$ cat src/rtl/logic_gates_seq.sv
// logic_gates_seq: registered bitwise gate unit with a debounced mode button.
// Operands and the button arrive from asynchronous board pins. Each one is
// synchronised, the button is debounced, and every button release steps
// through eight bitwise functions.
module logic_gates_seq #(
  parameter int unsigned WIDTH          = 2,
  parameter int unsigned DEBOUNCE_LIMIT = 250000
) (
  input  logic             i_Clk,
  input  logic             i_Rst,
  input  logic [WIDTH-1:0] i_A,
  input  logic [WIDTH-1:0] i_B,
  input  logic             i_Mode_Btn,
  output logic [WIDTH-1:0] o_Result,
  output logic [2:0]       o_Mode,
  output logic             o_Mode_Strobe
);

  localparam int unsigned CNT_W = (DEBOUNCE_LIMIT > 1) ? $clog2(DEBOUNCE_LIMIT) : 1;
  localparam logic [CNT_W-1:0] CNT_MAX = CNT_W'(DEBOUNCE_LIMIT - 1);

  typedef enum logic [2:0] {
    MODE_AND  = 3'd0,
    MODE_OR   = 3'd1,
    MODE_XOR  = 3'd2,
    MODE_NOTA = 3'd3,
    MODE_NAND = 3'd4,
    MODE_NOR  = 3'd5,
    MODE_XNOR = 3'd6,
    MODE_PASS = 3'd7
  } mode_e;

  logic [WIDTH-1:0] a_s1, a_s2;
  logic [WIDTH-1:0] b_s1, b_s2;
  logic             btn_s1, btn_s2;
  logic             btn_stable;
  logic [CNT_W-1:0] db_cnt;
  logic             release_evt;
  mode_e            mode_q, mode_d;
  logic             strobe_q, strobe_d;
  logic [WIDTH-1:0] result_q, result_d;

  // Two-flop synchronisers for the asynchronous pins
  always_ff @(posedge i_Clk or posedge i_Rst) begin
    if (i_Rst) begin
      a_s1   <= '0;
      a_s2   <= '0;
      b_s1   <= '0;
      b_s2   <= '0;
      btn_s1 <= 1'b0;
      btn_s2 <= 1'b0;
    end else begin
      a_s1   <= i_A;
      a_s2   <= a_s1;
      b_s1   <= i_B;
      b_s2   <= b_s1;
      btn_s1 <= i_Mode_Btn;
      btn_s2 <= btn_s1;
    end
  end

  // Debounce: accept a new level only after DEBOUNCE_LIMIT consecutive mismatches
  always_ff @(posedge i_Clk or posedge i_Rst) begin
    if (i_Rst) begin
      btn_stable <= 1'b0;
      db_cnt     <= '0;
    end else if (btn_s2 == btn_stable) begin
      db_cnt <= '0;
    end else if (db_cnt == CNT_MAX) begin
      btn_stable <= btn_s2;
      db_cnt     <= '0;
    end else begin
      db_cnt <= db_cnt + CNT_W'(1);
    end
  end

  // A release is the edge on which the stable level falls from 1 to 0
  assign release_evt = btn_stable && !btn_s2 && (db_cnt == CNT_MAX);

  // Mode FSM state register
  always_ff @(posedge i_Clk or posedge i_Rst) begin
    if (i_Rst) begin
      mode_q   <= MODE_AND;
      strobe_q <= 1'b0;
    end else begin
      mode_q   <= mode_d;
      strobe_q <= strobe_d;
    end
  end

  // Mode FSM next state: advance (with wrap) once per release
  always_comb begin
    mode_d   = mode_q;
    strobe_d = 1'b0;
    if (release_evt) begin
      mode_d   = mode_e'(mode_q + 3'd1);
      strobe_d = 1'b1;
    end
  end

  // Gate function for the current mode on synchronised operands
  always_comb begin
    result_d = '0;
    case (mode_q)
      MODE_AND:  result_d = a_s2 & b_s2;
      MODE_OR:   result_d = a_s2 | b_s2;
      MODE_XOR:  result_d = a_s2 ^ b_s2;
      MODE_NOTA: result_d = ~a_s2;
      MODE_NAND: result_d = ~(a_s2 & b_s2);
      MODE_NOR:  result_d = ~(a_s2 | b_s2);
      MODE_XNOR: result_d = ~(a_s2 ^ b_s2);
      MODE_PASS: result_d = a_s2;
      default:   result_d = '0;
    endcase
  end

  // Result register
  always_ff @(posedge i_Clk or posedge i_Rst) begin
    if (i_Rst) begin
      result_q <= '0;
    end else begin
      result_q <= result_d;
    end
  end

  assign o_Result      = result_q;
  assign o_Mode        = mode_q;
  assign o_Mode_Strobe = strobe_q;

endmodule

$ cat config.mk
export PLATFORM = sky130hd
export DESIGN_NAME = logic_gates_seq
export DESIGN_NICKNAME = d
export VERILOG_FILES = /design/src/rtl/logic_gates_seq.sv
export SDC_FILE = /design/constraint.sdc
export NUM_CORES = 1
export LEC_CHECK = 0
export ABC_AREA = 1
export CAP_MARGIN = 20
export CORE_MARGIN = 5
export CORE_UTILIZATION = 50
export CTS_CLUSTER_SIZE = 12
export DETAILED_ROUTE_END_ITERATION = 16
export PLACE_DENSITY = 0.72
export SYNTH_ARGS = -nofsm -noshare
export SYNTH_HDL_FRONTEND = slang
export SYNTH_SLANG_ARGS = --single-unit
$ cat constraint.sdc
create_clock -name i_Clk -period 1.2 [get_ports i_Clk]
set_input_delay 0.24 -clock i_Clk [delete_from_list [all_inputs] [get_ports i_Clk]]
set_output_delay 0.24 -clock i_Clk [all_outputs]
set_load 0.02 [all_outputs]
**Word-level counts from Yosys, hierarchy flattened**

Index checks and enable logic that the tools add are counted.

- Word-level logic and storage cells: 39
- Output and inout port bits: 6
- Bits in writable memories: 0
- Latch bits: 0
- Bits in read-only memories: 0
- Memories: 0
- Bits in registers: 35

- Add/subtract/negate cells: 2
- Multiply operators: 0
- Shift operators: 0
- Divide/modulo/power cells: 0
- Muxes and demuxes: 4
- Bitwise operators: 8
- Eq/ne operators: 9
- Order comparisons: 0
- Reductions and logical operators: 5

Operator list:

| operator | number |
|---|---|
| $mux 18 | 2 |
| $add 18x1->18 const B | 1 |
| $eq 18x18->1 const B | 1 |
| $pmux 2 s8 | 1 |
| $eq 3x3->1 const B | 4 |
| $not 2->2 | 4 |
| $eq 3x2->1 const B | 2 |
| $add 3x1->3 const B | 1 |
| $eq 3x1->1 const B | 1 |
| $logic_not 3->1 | 1 |
| $and 2x2->2 | 1 |
| $logic_and 1x1->1 | 2 |
| $or 2x2->2 | 1 |
| $reduce_and 2->1 | 1 |
| $xor 2x2->2 | 1 |
| $eq 1x1->1 | 1 |
| $logic_not 1->1 | 1 |
| $mux 1 | 1 |
| $not 1->1 | 1 |

**Depth between registers and ports, before layout**

- Word-level depth: 4
- Gate-level depth with buffers: 9
- Mapped depth without buffers: 9

**Worst setup path before layout**

OpenSTA, ideal clock, no wires.

- Kind: register to register
- Start point: reg mode_q[0] (netlist: o_Mode[0])
- End point: reg result_q[0] (netlist: o_Result[0])
- Path slack: -108 ps
- Stages on the path, launching flop included: 7
- Required time: 1075 ps
- Path buffers: 0
- Arrival: 1182 ps
- Cell sequence: dfrtp_1 ha_1 ha_1 nand2_1 o21ai_0 nor2_1 nand3_1

- Cells in the longest elaborated chain, start to end: 2

Ends and longest elaborated chain:

| item | RTL line | source |
|---|---|---|
| start, declared | 39 | `mode_e mode_q, mode_d;` |
| start signal, assigned | 86 | `mode_q <= mode_d;` |
| $eq 3x3->1 (tied with other cells) | 104 | `case (mode_q)` |
| $pmux 2 s8 * | 104 |  |
| named net result_d[0] | 41 | `logic [WIDTH-1:0] result_q, result_d;` |
| end signal, assigned | 122 | `result_q <= result_d;` |
| end, declared | 41 |  |

The timed path passes the listed nets; every way through them passes the cells marked *.
A chain may end at the register's enable or synchronous reset.

**Worst setup path after layout**

- Start point: reg db_cnt[1]
- End point: reg db_cnt[7]

- Cells in the longest elaborated chain, start to end: 3

Ends and longest elaborated chain:

| item | RTL line | source |
|---|---|---|
| start, declared | 37 | `logic [CNT_W-1:0] db_cnt;` |
| start signal, assigned | 73 | `db_cnt <= db_cnt + CNT_W'(1);` |
| $add 18x1->18 / $eq 18x18->1 (equally long branches) | 73, 69 |  |
| $mux 18 * | 69 | `end else if (db_cnt == CNT_MAX) begin` |
| $mux 18 * | 67 | `end else if (btn_s2 == btn_stable) begin` |

Every way passes the cells marked *; elsewhere a longest branch is shown, timed or not.

==> run summary <==
Post-layout min period = 1.35 ns
P_leak = 0.00129 uW
CTS tree = yes
Synth top area share = 47.1%
Final ANT Viol Nets = 0
Fmax = 740 MHz
Most numerous cell in the Yosys netlist = nor2_1
Initial antenna violation count = 0
Synth area leader = dfrtp_1
Path type of the worst min-delay path = primary input to asynchronous set/reset pin
Placed Instances = 308
# IOs = 13
CTS Buf Count = 5
Post-route setup slack = -0.151 ns
Vias per inst = 5.12
Syn nets = 240
Proportion of layout cells with a drive suffix above 1 = 44.8%
Post-Route WL = 4.92 mm
H-tree Lvls = 2
First-pass GRT wire length = 7.64 mm
Failing checks = negative setup slack
Max Slew Vio Count = 0
Outcome = finished, violations left
Worst Tran Pin Value = 0.246 ns
Top cells by area, synth = dfrtp_1 (47%), nor2_1 (8.5%), ha_1 (8.1%)
Deepest clock path buffer count = 2
Main synth FF type = dfrtp_1
Post-Synthesis Cell Area = 1860 um2
Clock Skew = 0.00637 ns
Die W = 71 um
Reg2reg start = db_cnt[1]$_DFF_PP0_
Fill cells = 218
Crit path kind = flip-flop to flip-flop
Overall routing resource usage = 19.0%
Area Growth Syn to Fin = 51.3%
Crit path capture type = flip-flop
Ant diodes = 0
Nets = 299
Port Buffer Count = 12
Die Height = 71 um
Slew Limit Headroom = 83.5%
End of the worst register-to-register path = db_cnt[7]$_DFF_PP0_
Worst-Skew Late Latency = 0.29 ns
1st-pass router iterations = 4
Final hold vios = 0
# clock sinks = 35
R2R Setup Slk = -0.15 ns
Starting Density = 51.2%
Post-synth EDFFs = 0
Die footprint = 5040 um2
Core Region = 3630 um2
#FFs+latches synth = 35
Worst-path clk slew = 0.07 ns
Residual DRC count = 0
Cell row count = 22
Drt wl/cell = 14.9 um
DP HPWL = 2.92 mm
Fin cells = 329
Vias in the first global route = 1722
GRT overflow = 0
Vias = 1685
Arrival @ worst endpoint = 1.53 ns
Reg2reg path depth = 6
Commonest cells in the netlist = nor2_1 (42), nand2_1 (38), dfrtp_1 (35), inv_1 (29), nand3_1 (16)
Worst endpoint required time = 1.38 ns
Post-synthesis async set-or-reset flop share = 100%
Warnings, synthesis = 0
Largest net degree at the start of global routing = 36
Maximum VDD drop = 0.000913 V
Period Utilization, post-route = 113%
Root buf cell = clkbuf_8
Power after layout = 2690 uW
Final setup viols = 20
Pwr/cell area = 955 nW/um2
Initial DRC Count = 98
Unrepaired setup endpoints after global routing = yes
Post-Syn Instances = 221
Critical-path maximum fanout = 7
GPL Wtd Cong = 0.930
CTS Hold Bufs = 0
Post-synthesis sequential area ratio = 47.1%
Max-cap check violation count = 0
Syn_area_per_cell = 8.42 um2
Count of different cell masters after synthesis = 25
Critical Path Start Type = flip-flop
-- per-layer routing --
metal  vias up  track usage (%)  routed length, um
li1        814                -                  -
met1       811             22.3               2020
met5         -                0                  0
met4         0             5.22                119
met2        46             34.6               2590
met3        14             4.26                180
-- report_power, final --
| group | switching, uW | internal (uW) | total, uW |
|---|---|---|---|
| clock network | 433 | 831 | 1260 |
| registers | 18.9 | 1210 | 1230 |
| logic | 105 | 92.6 | 197 |
-- kinds of logic after synthesis --
kind of cell | after synthesis | share of synthesized area [%]
AO/OA/AOI/OAI | 12 | 3.77
XOR/XNOR | 8 | 3.77
AND/OR/NAND/NOR | 123 | 30.9
flip-flops | 35 | 47.1
adder cells (fa/ha/maj) | 12 | 8.07
buffers and inverters | 31 | 6.46
-- layout by cell type, fill, tap and decap left out, types with 7 or more instances in the layout --
master / instances
buf_4: 36
nand2_1: 30
dfrtp_1: 30
nor2_1: 28
inv_1: 24
nor2_4: 13
nand2_2: 10
nor2_2: 10
nand3_2: 10
nand4_1: 7
-- state kept, by name, summed over array words and instances (netlist names), 2 cells and up --
name and count:
db_cnt 18, o_Mode 3, a_s1 2, a_s2 2
b_s1 2, b_s2 2, o_Result 2
-- metrics by stage --
stage          hold slack (ns)  utilization, %  TNS (ns)  instance area (um2)  setup WS (ns)
2_1_floorplan            0.271               -   -0.0541                 1930        -0.0154
3_3_place_gp             0.333            64.4    -0.666                 2340        -0.0729
3_5_place_dp             0.335            64.4     -1.32                 2340        -0.0980
4_1_cts                  0.302            73.2     -1.23                 2660         -0.102
5_1_grt                  0.317            77.5     -3.70                 2820         -0.265
6_report                 0.294            77.5     -2.03                 2820         -0.151
-- worst max-delay path, cell delays in order, from the launching register on --
cell     delay [ns]
dfrtp_1        0.43
ha_4           0.17
nand3_4        0.12
nor2_4         0.22
nand2_4        0.12
nand2_8        0.14
nor2_2         0.04
-- area by class of cell --
cell class | instances | area (um2) | area share (%)
Clock buffer | 6 | 72.6 | 2.58
Tap cell | 48 | 60.1 | 2.13
Inverter | 30 | 120 | 4.27
Sequential cell | 35 | 882 | 31.3
Multi-Input combinational cell | 155 | 1180 | 42.0
Clock inverter | 2 | 60.1 | 2.13
Timing Repair Buffer | 53 | 439 | 15.6
-- repair_timing --
action                     in CTS  in global routing
pin swaps                      26                 16
setup endpoints to repair      27                 28
resized for setup              47                 42
setup buffers                   8                  5
-- how the worst max path moves through the flow --
stage	cells past startpoint	start	end	slack, ns
2_1_floorplan	6	db_cnt[8]$_DFF_PP0_	o_Mode[1]$_DFFE_PP0P_	-0.02
3_3_place_gp	1	o_Mode[1]$_DFFE_PP0P_	o_Mode[1]	-0.07
3_5_place_dp	6	db_cnt[4]$_DFF_PP0_	db_cnt[3]$_DFF_PP0_	-0.1
4_1_cts	6	db_cnt[0]$_DFF_PP0_	db_cnt[3]$_DFF_PP0_	-0.10
5_1_grt	7	db_cnt[1]$_DFF_PP0_	db_cnt[14]$_DFF_PP0_	-0.26
6_report	6	db_cnt[1]$_DFF_PP0_	db_cnt[7]$_DFF_PP0_	-0.15
Power figures use the tool's default switching activity.
